===== src/rtl/sm83_seq_engine.sv =====
// sm83_seq_engine: micro-step sequencer with stall, HALT and IRQ dispatch.
// Walks decoder-supplied execute states and owns the fetch boundary.
module sm83_seq_engine #(
  parameter int MAX_STEPS = 8,
  parameter int STATE_W = 6,
  parameter int NUM_IRQ = 5,
  parameter logic [STATE_W-1:0] DISP_BASE = 6'h30,
  localparam int IDX_W = $clog2(MAX_STEPS)
) (
  input  logic                         clk,
  input  logic                         rst,
  input  logic [MAX_STEPS*STATE_W-1:0] seq_steps,
  input  logic [IDX_W-1:0]             last_taken,
  input  logic [IDX_W-1:0]             last_not_taken,
  input  logic                         cond_eval,
  input  logic                         cond_true,
  input  logic                         halt_req,
  input  logic                         stall,
  input  logic                         ime,
  input  logic [NUM_IRQ-1:0]           irq_req,
  output logic [STATE_W-1:0]           cur_state,
  output logic [IDX_W-1:0]             step,
  output logic [1:0]                   mode,
  output logic                         step_en,
  output logic                         last,
  output logic                         fetch,
  output logic                         taken,
  output logic                         halted,
  output logic                         ime_clr,
  output logic [NUM_IRQ-1:0]           irq_ack,
  output logic [7:0]                   irq_vec
);

  // Dispatch needs steps 0..4 even when IDX_W is narrower.
  localparam int CW = (IDX_W > 3) ? IDX_W : 3;

  typedef enum logic [1:0] {
    M_RUN  = 2'b00,
    M_HALT = 2'b01,
    M_DISP = 2'b10
  } mode_e;

  mode_e            r_mode;
  logic [CW-1:0]    r_step;
  logic             r_taken;
  logic [7:0]       r_vec;

  logic [IDX_W-1:0]   w_idx;
  logic [IDX_W-1:0]   w_end;
  logic [STATE_W-1:0] w_slot;
  logic               w_last_run;
  logic               w_go;
  logic               w_irq;
  logic               w_bnd;
  logic               w_d3;
  logic               w_d4;
  logic [NUM_IRQ-1:0] w_onehot;
  logic [7:0]         w_vec;

  assign w_idx  = r_step[IDX_W-1:0];
  assign w_slot = seq_steps[w_idx*STATE_W +: STATE_W];
  assign w_end  = r_taken ? last_taken : last_not_taken;
  assign w_last_run = (w_idx >= w_end) ||
                      (w_idx == IDX_W'(MAX_STEPS-1));
  assign w_go   = !stall && !rst;
  assign w_irq  = |irq_req;
  assign w_bnd  = (r_mode == M_RUN) && w_last_run && w_go;
  assign w_d3   = (r_mode == M_DISP) && (r_step == CW'(3));
  assign w_d4   = (r_mode == M_DISP) && (r_step == CW'(4));
  assign w_onehot = irq_req & (~irq_req + NUM_IRQ'(1));

  always_comb begin
    w_vec = 8'h00;
    for (int i = NUM_IRQ-1; i >= 0; i--) begin
      if (irq_req[i]) w_vec = 8'h40 + 8'(i*8);
    end
  end

  assign step   = w_idx;
  assign mode   = r_mode;
  assign taken  = r_taken;
  assign halted = (r_mode == M_HALT);

  always_comb begin
    cur_state = w_slot;
    step_en   = 1'b0;
    last      = 1'b0;
    fetch     = 1'b0;
    ime_clr   = 1'b0;
    irq_ack   = '0;
    irq_vec   = 8'h00;
    unique case (r_mode)
      M_RUN: begin
        step_en = w_go;
        last    = w_last_run;
        if (w_bnd && !halt_req) begin
          if (ime && w_irq) ime_clr = 1'b1;
          else fetch = 1'b1;
        end
      end
      M_HALT: begin
        cur_state = seq_steps[STATE_W-1:0];
        if (w_go && w_irq) begin
          if (ime) ime_clr = 1'b1;
          else fetch = 1'b1;
        end
      end
      M_DISP: begin
        cur_state = DISP_BASE + STATE_W'(r_step);
        step_en   = w_go;
        last      = w_d4;
        if (w_d3) begin
          irq_vec = w_vec;
          if (w_go) irq_ack = w_onehot;
        end
        if (w_d4) begin
          irq_vec = r_vec;
          fetch   = w_go;
        end
      end
      default: ;
    endcase
  end

  always_ff @(posedge clk) begin
    if (rst) begin
      r_mode  <= M_RUN;
      r_step  <= '0;
      r_taken <= 1'b1;
      r_vec   <= 8'h00;
    end else if (!stall) begin
      unique case (r_mode)
        M_RUN: begin
          if (cond_eval) r_taken <= cond_true;
          if (w_last_run) begin
            r_step  <= '0;
            r_taken <= 1'b1;
            if (halt_req) r_mode <= M_HALT;
            else if (ime && w_irq) r_mode <= M_DISP;
          end else begin
            r_step <= r_step + CW'(1);
          end
        end
        M_HALT: begin
          r_step <= '0;
          if (w_irq) r_mode <= ime ? M_DISP : M_RUN;
        end
        M_DISP: begin
          if (w_d3) r_vec <= w_vec;
          if (w_d4) begin
            r_mode <= M_RUN;
            r_step <= '0;
          end else begin
            r_step <= r_step + CW'(1);
          end
        end
        default: r_mode <= M_RUN;
      endcase
    end
  end

endmodule


===== config.mk =====
export PLATFORM = sky130hd
export DESIGN_NAME = sm83_seq_engine
export DESIGN_NICKNAME = d
export VERILOG_FILES = /design/src/rtl/sm83_seq_engine.sv
export SDC_FILE = /design/constraint.sdc
export NUM_CORES = 1
export LEC_CHECK = 0
export CAP_MARGIN = 15
export CORE_ASPECT_RATIO = 1.4
export CORE_UTILIZATION = 37
export DETAILED_ROUTE_END_ITERATION = 16
export PLACE_DENSITY = 0.82
export SLEW_MARGIN = 15
export SYNTH_ARGS = -nofsm -noshare
export SYNTH_HDL_FRONTEND = slang
export SYNTH_SLANG_ARGS = --single-unit
export TNS_END_PERCENT = 5

===== constraint.sdc =====
create_clock -name clk -period 4.5 [get_ports clk]
set_input_delay 0.675 -clock clk [delete_from_list [all_inputs] [get_ports clk]]
set_output_delay 0.675 -clock clk [all_outputs]
set_load 0.01 [all_outputs]

* Yosys cells after proc, flatten, opt, wreduce, memory -nomap -nowiden
Cells that the tools add are included.
** Operators by class
- $lt $le $gt $ge :: 1
- Multiply operators :: 1
- Equal/unequal tests :: 9
- Add/subtract/negate cells :: 3
- Reductions and logical operators :: 21
- Shifts and indexed selects :: 1
- Bitwise operators :: 3
- Muxes and demuxes :: 38
** Operators by type and width (number)
- $mux W8 :: 7
- $shiftx A48 B7 Y6 :: 1
- $mux W5 :: 3
- $mux W1 :: 12
- $mux W2 :: 6
- $pmux W6 S2 :: 1
- $mux W3 :: 3
- $pmux W3 S3 :: 1
- $logic_and A1 B1 Y1 :: 8
- $mux W7 :: 1
- $add A5 B4 Y6 const A :: 1
- $eq A3 B3 Y1 const B :: 2
- $pmux W2 S3 :: 1
- $reduce_and A3 Y1 :: 2
- $add A5 B1 Y5 const B :: 1
- $and A5 B5 Y5 :: 1
- $mul A3 B2 Y5 const B :: 1
- $not A5 Y5 :: 1
- $reduce_and A5 Y1 :: 1
- $reduce_or A5 Y1 :: 1
- $ne A2 B2 Y1 const B :: 2
- $pmux W1 S2 :: 2
- $add A3 B1 Y3 const B :: 1
- $eq A3 B2 Y1 const B :: 1
- other kinds (14) :: 16
** Storage, ports and cells
- Word-level logic and storage cells :: 81
- Output and inout bits :: 30
- Bits of input ports :: 66
- Bits in registers :: 14

* Longest topological paths before layout
Gate-level depths: netlist of run 1.
- Depth after elaboration :: 8
- Depth in mapped cells :: 9
- Mapped depth without buffers :: 6

* Worst setup path after synthesis of run 1
Ideal clock, no wire load.
- Path kind :: reg2out
- Start point :: reg r_step[0], in the netlist step[0]
- End point :: out fetch
- Buffers on the path :: 2
- Setup slack :: 1.631 ns
- Data arrival time :: 2.194 ns
- Cell stages (with the launch flop) :: 9
- Cell sequence :: dfxtp_1 -> buf_2 -> buf_2 -> inv_1 -> ha_1 -> and2b_2 -> o21ai_4 -> nand3_1 -> a2111oi_2
** Between the ends
- Cells in the longest elaborated chain, start to end :: 7
- Elaborated cells between the ends (all ways) :: 11
- Classes of those cells :: 1 x order compare; 2 x eq/ne; 3 x mux; 5 x reduce/logical
** Ends and longest elaborated chain
- start: declaration :: line 44 : logic [CW-1:0] r_step;
- start signal: assignment :: line 141 : r_step <= r_step + CW'(1);
- start signal: assignment :: line 154 : r_step <= r_step + CW'(1);
- $ge A3 B3 Y1 / $eq A3 B3 Y1 (equally long branches) :: line 63, 64
- $logic_or A1 B1 Y1 :: line 63 : assign w_last_run = (w_idx >= w_end) ||
- $logic_and A1 B1 Y1 (2 in a row) :: line 67 : assign w_bnd = (r_mode == M_RUN) && w_last_run && w_go;
- $logic_and A1 B1 Y1 :: line 96 : if (w_bnd && !halt_req) begin
- $mux W1 :: line 96
- $pmux W1 S3 (*) :: line 92 : unique case (r_mode)
- end: declaration :: line 26 : output logic fetch,
Every way passes the cells marked *; elsewhere a longest branch is shown, timed or not.

* Worst setup path in the final report of run 1
- Start point :: in last_not_taken[0]
- End point :: out fetch
** Between the ends
- Cells in the longest elaborated chain, start to end :: 8
** Ends and longest elaborated chain
- start: declaration :: line 14 : input logic [IDX_W-1:0] last_not_taken,
- $mux W3 :: line 62 : assign w_end = r_taken ? last_taken : last_not_taken;
- $ge A3 B3 Y1 :: line 63
- $logic_or A1 B1 Y1 :: line 63
- $logic_and A1 B1 Y1 (2 in a row) :: line 67
- $logic_and A1 B1 Y1 :: line 96
- $mux W1 :: line 96
- $pmux W1 S3 :: line 92
Every way passes these cells.

==> results of run 1 <==
-- cell type report --
type | instances | area, um2
Multi-Input combinational cell | 137 | 1140
Sequential cell | 10 | 200
Inverter | 10 | 37.5
Timing Repair Buffer | 95 | 941
Fill cell | 333 | 1310
Clock buffer | 4 | 55.1
Tap cell | 42 | 52.6
-- through the flow --
stage	cell area (um2)	std cells	power (mW)
6_report	2430	298	0.505
3_5_place_dp	2370	294	0.389
4_1_cts	2430	298	0.506
5_1_grt	2430	298	0.538
2_1_floorplan	1500	172	0.259
3_3_place_gp	2370	294	0.384
-- critical path: cells and delay by family --
family,cells,cell delay [ns]
and+or+nand+nor,2,0.35
AOI/OAI and AO/OA,2,0.53
muxes,1,0.27
buffers and inverters,2,0.99
adders and majority gates,1,0.28
-- synthesized netlist by cell type, types with 2 or more instances --
cell type / number / share of area, %
a22oi_1: 5 / 2.5
nor2_1: 14 / 3.5
a211oi_1: 6 / 3.0
clkbuf_8: 3 / 2.8
inv_1: 10 / 2.5
and2b_2: 2 / 1.2
dfxtp_1: 10 / 13
and2_1: 7 / 2.9
buf_2: 3 / 1.0
nor2b_1: 2 / 0.84
ha_1: 11 / 9.3
a21oi_1: 15 / 5.1
nor3_1: 2 / 0.67
nor4b_1: 2 / 1.2
buf_4: 4 / 2.0
mux2i_1: 4 / 2.7
o2111ai_1: 2 / 1.2
o21ai_0: 7 / 2.4
mux4_2: 12 / 18
clkbuf_1: 4 / 1.0
or3_1: 2 / 0.84
nor4_1: 2 / 0.84
nand2_1: 9 / 2.3
nand3_1: 3 / 1.0
a32oi_1: 3 / 1.8
nand2b_1: 3 / 1.3
-- power breakdown --
| group | internal [mW] | switching, mW | total (mW) |
|---|---|---|---|
| clock network | 0.0771 | 0.0390 | 0.116 |
| registers | 0.0934 | 0.00711 | 0.100 |
| logic | 0.168 | 0.120 | 0.288 |
-- cells in the final DEF, fill, tap and decap left out, drive strengths merged, types with 6 or more instances in the layout --
| cell type | n |
|---|---|
| nand2 | 9 |
| dfxtp | 10 |
| ha | 11 |
| and2 | 7 |
| mux4 | 12 |
| inv | 10 |
| a21oi | 15 |
| a211oi | 6 |
| o21ai | 10 |
| clkdlybuf4s50 | 91 |
| nor2 | 14 |
-- registers in the layout (all words and copies together), names as in the netlist --
register,cells
step,3
r_vec,4
mode,2
taken,1
-- cells by family (layout without fill, tap and decap cells) --
logic type	after synthesis	count (layout)	synth area share [%]
multiplexers	17	17	21.7
AND/OR/NAND/NOR	52	52	18.9
adder cells (fa/ha/maj)	11	11	9.27
other	1	4	0.252
buffers and inverters	25	109	10.4
flip-flops	10	10	13.5
AO/OA/AOI/OAI	53	53	26.1
-- worst min-delay path by stage --
stage | end | slack [ns] | cells after the start
final | r_vec[6] | 0.48 | 2
after global routing | r_vec[6] | 0.51 | 2
after CTS | r_vec[6] | 0.48 | 2
after detailed placement | r_vec[6] | 0.47 | 2
after global placement | r_vec[3] | 0.46 | 2
after floorplan | r_vec[5] | 0.45 | 2
-- layer usage --
| metal | part of all wire (%) | GRT usage (%) |
|---|---|---|
| met5 | 0 | 0 |
| met4 | 1.8 | 7.25 |
| met3 | 9.4 | 5.23 |
| met2 | 54 | 41.7 |
| met1 | 35 | 22.0 |
==> run_results.csv, run 1 <==
group,metric,value,unit
placed_design,gp_congestion,0.834,
layout,area_growth,63.5,%
critical_path,endpoint,"fetch",
logic_synthesis,synth-async-reset-ratio,0,%
critical_path,path_cells,"clkdlybuf4s50_1, mux2_2, ha_1, and2b_2, o21ai_4, nand3_1, a2111oi_2, clkdlybuf4s50_1",
layout,antenna_cells,0,
logic_synthesis,synth_edf_count,0,
layout,layout.nets,334,
clock_tree,post_cts_resized,0,
clock_tree,cts_max_path_buffers,2,
critical_path,r2r-end,"mode[1]",
logic_synthesis,synthCells,169,
critical_path,cpPeakStageDelay,0.59,ns
sta,relSlewSlack,59.2,%
floorplan,die-area,0.00428,mm2
sta,period_share,83.5,%
power_and_ir_drop,ir_drop,0.171,mV
clock_tree,worstSkewPairLatency,0.24,ns
layout,drive_gt1_share,11.7,%
layout,final_util,64.9,%
routing,wl_per_cell,15.1,um
floorplan,ios,96,
routing,drt_iter0_drc,92,
floorplan,placementRows,26,
status,outcome,"finished clean",
logic_synthesis,yosysUniqueCellTypes,48,
routing,remaining_drc_errors,0,
critical_path,endpoint_kind,"primary output",
clock_tree,hold_buffers,0,
logic_synthesis,synth_warnings,0,
sta,fin_tns_setup,0,ns
logic_synthesis,syn_area_per_cell,8.79,um2
critical_path,crit_arrival,3.08,ns
placed_design,place_hpwl,3640,um
placed_design,port-buffer-count,91,
logic_synthesis,ys_seq_elements,10,
worst_hold_path,hold_path_class,"reg2reg",
routing,vias_per_cell,5.69,
placed_design,dpl_worst_slack,0.718,ns
global_route,grt_usage,21.6,%
clock_tree,cts_made_buffers,3,
sta,slew_violations,0,
floorplan,core,0.00374,mm2
floorplan,dieWidth,55.5,um
clock_tree,cts_tree,"done",
clock_tree,path_clk_slew,0.05,ns
power_and_ir_drop,leakagePower,0.880,nW
critical_path,crit_slowest_cell,"clkdlybuf4s50_1",
job,drv_cap,0,
critical_path,reg2reg_slack,2.14,ns
logic_synthesis,yosysSeqAreaShare,13.5,%
global_route,antenna_found_initial,0,
sta,fin_crit,3.76,ns
floorplan,initial_core_util,39.7,%
global_route,grt_pass1_vias,1719,
sta,setup_slack,0.742,ns
power_and_ir_drop,power_density,208,mW/mm2
sta,finClkSkew,0.00807,ns
global_route,grt-ovfl-total,0,
sta,worst_pin_slew,0.607,ns
clock_tree,cts_root_buf,"clkbuf_8",
routing,dr_total_vias,1695,
sta,rsz0062_at_grt,"no",
critical_path,reg2regPathDepth,6,
critical_path,timing.critical_path.from,"last_not_taken[0]",
critical_path,required,3.83,ns
global_route,grt_max_degree,18,
logic_synthesis,synthFlopType,"dfxtp_1",
sta,hold_viol_final,0,
critical_path,crit_fanout,4,
clock_tree,htree_levels,1,
sta,setup_viol,0,
routing,ant_nets,0,
floorplan,die_h,77.0,um
critical_path,timing.rr.start,"taken",
logic_synthesis,netlist_area,0.00149,mm2
routing,first_pass_iters,4,
clock_tree,clkSinkCount,10,
critical_path,path_common_cell,"clkdlybuf4s50_1",
worst_hold_path,hold_start,"r_vec[6]",
sta,whs,0.480,ns
global_route,grt_pass1_wl,7510,um
critical_path,path_class,"in2out",
clock_tree,post_cts_buffers,0,
sta,fmax,0.266,GHz
routing,wl,4500,um
critical_path,startpoint_type,"input port",
Power figures use the tool's default switching activity.
==> inputs of run 2 (changes only) <==
- clock period: 4.5 -> 3.73 ns (I/O delays scaled with it)
==> run 2 against run 1 <==
Flip-flop and latch count stayed put. Hold slack worse by 0.00059 ns. Utilization hardly changed. Clock-buffer cell count is 1 lower. Sequential share of layout area hardly changed. Critical endpoint unchanged.
==> run_results.csv, run 2 (synthesis gave the netlist of run 1 again) <==
group,metric,value,unit
routing,first_pass_iters,4,
layout,mostFrequentLayoutCell,"clkdlybuf4s50_1",
sta,hold_viol_final,0,
power_and_ir_drop,ir_drop,0.166,mV
routing,ant_nets,0,
sta,fmax,0.281,GHz
sta,worst_pin_slew,0.563,ns
sta,fin_crit,3.56,ns
critical_path,r2r-end,"mode[1]",
clock_tree,worstSkewPairLatency,0.24,ns
worst_hold_path,whs_path_depth,2,
floorplan,initial_core_util,39.7,%
critical_path,reg2regPathDepth,6,
global_route,grt_usage,21.8,%
clock_tree,clkSinkCount,10,
floorplan,die_h,77.0,um
routing,wl,4470,um
layout,layout.nets,336,
worst_hold_path,hold_end,"r_vec[3]",
global_route,antenna_found_initial,0,
status,outcome,"finished clean",
global_route,grt-ovfl-total,0,
floorplan,core,0.00374,mm2
floorplan,ios,96,
floorplan,die-area,0.00428,mm2
power_and_ir_drop,power_density,241,mW/mm2
placed_design,place_hpwl,3650,um
clock_tree,hold_buffers,0,
clock_tree,cts_max_path_buffers,2,
sta,fin_tns_setup,0,ns
layout,antenna_cells,0,
routing,remaining_drc_errors,0,
job,drv_cap,0,
clock_tree,path_clk_slew,0.05,ns
sta,setup_viol,0,
global_route,grt_pass1_wl,7500,um
routing,vias_per_cell,5.76,
sta,relSlewSlack,62.4,%
critical_path,endpoint_kind,"primary output",
routing,wl_per_cell,14.9,um
power_and_ir_drop,leakagePower,0.883,nW
placed_design,gp_congestion,0.852,
clock_tree,cts_made_buffers,3,
clock_tree,post_cts_buffers,0,
sta,whs,0.479,ns
worst_hold_path,hold_start,"r_vec[3]",
sta,rsz0062_at_grt,"no",
routing,drt_iter0_drc,50,
sta,period_share,95.3,%
layout,largest_reg_flops,4,
critical_path,path_class,"in2out",
sta,slew_violations,0,
critical_path,required,3.17,ns
critical_path,startpoint_type,"input port",
floorplan,placementRows,26,
routing,dr_total_vias,1721,
critical_path,crit_arrival,3.00,ns
layout,drive_gt1_share,12.1,%
global_route,grt_max_degree,18,
critical_path,crit_fanout,4,
placed_design,port-buffer-count,91,
layout,area_growth,63.6,%
layout,mostFrequentLayoutCells,"clkdlybuf4s50_1 (91), a21oi_1 (15), nor2_1 (14)",
clock_tree,post_cts_resized,0,
clock_tree,cts_tree,"done",
global_route,grt_pass1_vias,1719,
critical_path,reg2reg_slack,1.34,ns
critical_path,timing.rr.start,"taken",
worst_hold_path,hold_path_class,"reg2reg",
layout,top_register,"r_vec",
clock_tree,cts_root_buf,"clkbuf_8",
sta,finClkSkew,0.00783,ns
clock_tree,htree_levels,1,
floorplan,dieWidth,55.5,um
[run 2: final cells by class]
cell class                      count  area (um2)
Fill cell                         325        1310
Inverter                           10        37.5
Tap cell                           42        52.6
Sequential cell                    10         200
Multi-Input combinational cell    137        1140
Clock buffer                        3        41.3
Timing Repair Buffer               97         956
[run 2: how the worst max path moves through the flow]
stage / start / endpoint
3_5_place_dp: last_not_taken[0] / fetch
2_1_floorplan: step[0] / fetch
3_3_place_gp: last_not_taken[0] / fetch
4_1_cts: last_not_taken[0] / fetch
6_report: last_not_taken[0] / fetch
5_1_grt: last_taken[0] / fetch
[run 2: power by group]
group          internal [mW]  switching (mW)  leakage, nW  total (mW)
registers              0.113         0.00930       0.0811       0.122
clock network         0.0710          0.0453       0.0216       0.116
logic                  0.204           0.142        0.781       0.346
[run 2: critical path: stages]
cell and delay, ns:
clkdlybuf4s50_1 0.40, mux2_2 0.27, ha_1 0.28, and2b_2 0.24
o21ai_4 0.16, nand3_1 0.12, a2111oi_2 0.37, clkdlybuf4s50_1 0.61
[run 2: per-stage QoR]
stage	power [mW]	instances	instance area (um2)	util [%]	setup WS (ns)
4_1_cts	0.590	299	2430	64.9	0.193
3_5_place_dp	0.471	296	2390	63.8	0.198
6_report	0.584	299	2430	64.9	0.174
2_1_floorplan	0.313	172	1500	-	0.976
3_3_place_gp	0.466	296	2390	63.8	0.237
5_1_grt	0.624	299	2430	64.9	0.104
[run 2: metal layers]
| layer | vias up | global-route usage [%] | share of wire (%) |
|---|---|---|---|
| li1 | 815 | - | - |
| met1 | 797 | 21.3 | 35 |
| met2 | 98 | 42.8 | 54 |
| met3 | 11 | 5.06 | 8.8 |
| met4 | 0 | 8.75 | 1.9 |
| met5 | - | 0 | 0 |
==> inputs of run 3 (changes only) <==
- REMOVE_ABC_BUFFERS: not set -> 1
==> run 3 against run 2 <==
Sequential share of layout area is essentially flat. Setup slack gained 0.038 ns. Non-clock buffer count is the same. Hold slack lost 0.0024 ns. Via count shrank 1.7%. Cell area grew 0.57%. Combinational power is essentially flat. Wire length shrank 3.4%. Clock power grew 21%. Clock-buffer cell count grew 1. Critical endpoint unchanged.
==> run_results.csv, run 3 (synthesis gave the netlist of run 1 again) <==
group,metric,value,unit
status,outcome,"finished clean",
clock_tree,htree_levels,1,
layout,largest_reg_flops,4,
floorplan,core,0.00374,mm2
layout,layout.nets,336,
clock_tree,hold_buffers,0,
power_and_ir_drop,p_sw_share,32.8,%
placed_design,dpl_worst_slack,0.194,ns
clock_tree,clkSinkCount,10,
layout,final_cells,300,
sta,fin_tns_setup,0,ns
global_route,antenna_found_initial,0,
sta,setup_viol,0,
sta,rsz0062_at_grt,"no",
global_route,grt_max_degree,18,
power_and_ir_drop,ir_drop,0.232,mV
power_and_ir_drop,pwr-share-seq,19.8,%
routing,wl,4310,um
sta,finClkSkew,0.00174,ns
routing,ant_nets,0,
critical_path,path_buf_inv,2,
layout,mostFrequentLayoutCells,"clkdlybuf4s50_1 (91), a21oi_1 (15), nor2_1 (14)",
sta,setup_slack,0.212,ns
floorplan,ios,96,
floorplan,dieWidth,55.5,um
global_route,grt_pass1_wl,7410,um
clock_tree,path_clk_slew,0.05,ns
placed_design,place_area,0.00239,mm2
critical_path,cpPeakStageDelay,0.59,ns
power_and_ir_drop,p_comb_share,57.2,%
routing,vias_per_cell,5.64,
power_and_ir_drop,power.share.clock,22.9,%
critical_path,crit_fanout,4,
floorplan,die_h,77.0,um
clock_tree,cts_tree,"done",
sta,whs,0.477,ns
layout,drive_gt1_share,12.4,%
routing,drt_iter0_drc,79,
routing,dr_total_vias,1692,
critical_path,crit_slowest_cell,"clkdlybuf4s50_1",
clock_tree,worstSkewPairLatency,0.24,ns
power_and_ir_drop,p_switching,200,uW
worst_hold_path,hold_path_class,"reg2reg",
clock_tree,post_cts_resized,0,
floorplan,placementRows,26,
sta,slew_violations,0,
power_and_ir_drop,power_density,249,mW/mm2
layout,final_util,65.3,%
sta,worst_pin_slew,0.545,ns
floorplan,initial_core_util,39.7,%
critical_path,startpoint_type,"input port",
routing,wl_per_cell,14.4,um
sta,fin_crit,3.52,ns
layout,mostFrequentLayoutCell,"clkdlybuf4s50_1",
placed_design,gp_congestion,0.839,
critical_path,crit_arrival,2.96,ns
placed_design,port-buffer-count,91,
layout,area_growth,64.5,%
critical_path,path_common_cell,"clkdlybuf4s50_1",
layout,antenna_cells,0,
job,drv_cap,0,
routing,first_pass_iters,5,
floorplan,die-area,0.00428,mm2
sta,fmax,0.284,GHz
placed_design,post-place-cells,296,
sta,hold_viol_final,0,
power_and_ir_drop,leakagePower,0.890,nW
routing,remaining_drc_errors,0,
clock_tree,cts_root_buf,"clkbuf_8",
power_and_ir_drop,internal_power,410,uW
layout,top_register,"r_vec",
critical_path,path_cells,"clkdlybuf4s50_1, mux2_2, ha_1, and2b_2, o21ai_4, nand3_1, a2111oi_2, clkdlybuf4s50_1",
power_and_ir_drop,p_total,609,uW
clock_tree,cts_made_buffers,3,
global_route,grt-ovfl-total,0,
critical_path,endpoint_kind,"primary output",
global_route,grt_usage,20.9,%
placed_design,place_hpwl,3460,um
clock_tree,cts_max_path_buffers,2,
sta,period_share,94.3,%
clock_tree,post_cts_buffers,0,
critical_path,required,3.17,ns
layout,design_area,0.00244,mm2
critical_path,path_class,"in2out",
critical_path,worst_path_dominant_cell_family,"buffers and inverters",
global_route,grt_pass1_vias,1773,
sta,relSlewSlack,63.6,%
-- run 3: path summary, 6_finish.rpt --
kind	end	cells past startpoint	from	slack, ns
hold / removal	r_vec[3]	2	r_vec[3]	0.48
setup / recovery	fetch	8	last_not_taken[0]	0.21
setup reg to reg	mode[1]	6	taken	1.38
hold reg to reg	r_vec[3]	2	r_vec[3]	0.48
-- run 3: power by group through the flow --
| stage | logic (mW) | registers, mW | clock network (mW) |
|---|---|---|---|
| 2_1_floorplan | 0.162 | 0.135 | 0 |
| 3_5_place_dp | 0.348 | 0.123 | 0 |
| 4_1_cts | 0.351 | 0.121 | 0.140 |
| 6_report | 0.349 | 0.121 | 0.140 |
| 3_3_place_gp | 0.342 | 0.123 | 0 |
| 5_1_grt | 0.381 | 0.122 | 0.145 |
-- run 3: per-layer routing --
metal  part of all wire, %  vias up  wire length (um)  GRT usage (%)
li1                      -      814                 -              -
met1                    37      767              1590           21.1
met2                    54      103              2320           41.2
met3                   7.7        8               333           3.20
met4                   1.8        0                76           8.75
met5                     0        -                 0              0
-- run 3: cell type report --
cell class	count	area, um2
sequential	10	200
inverter	10	37.5
multi-input combinational	137	1140
timing repair buffer	97	956
tap	42	52.6
clock buffer	4	55.1
fill	296	1300
-- run 3: worst register-to-register path: stages (launching register included) --
cell and delay [ns]:
dfxtp_1 0.45, mux2_2 0.37, ha_1 0.28, and2b_2 0.24
o211a_1 0.23, a2111oi_1 0.47, o221a_1 0.26
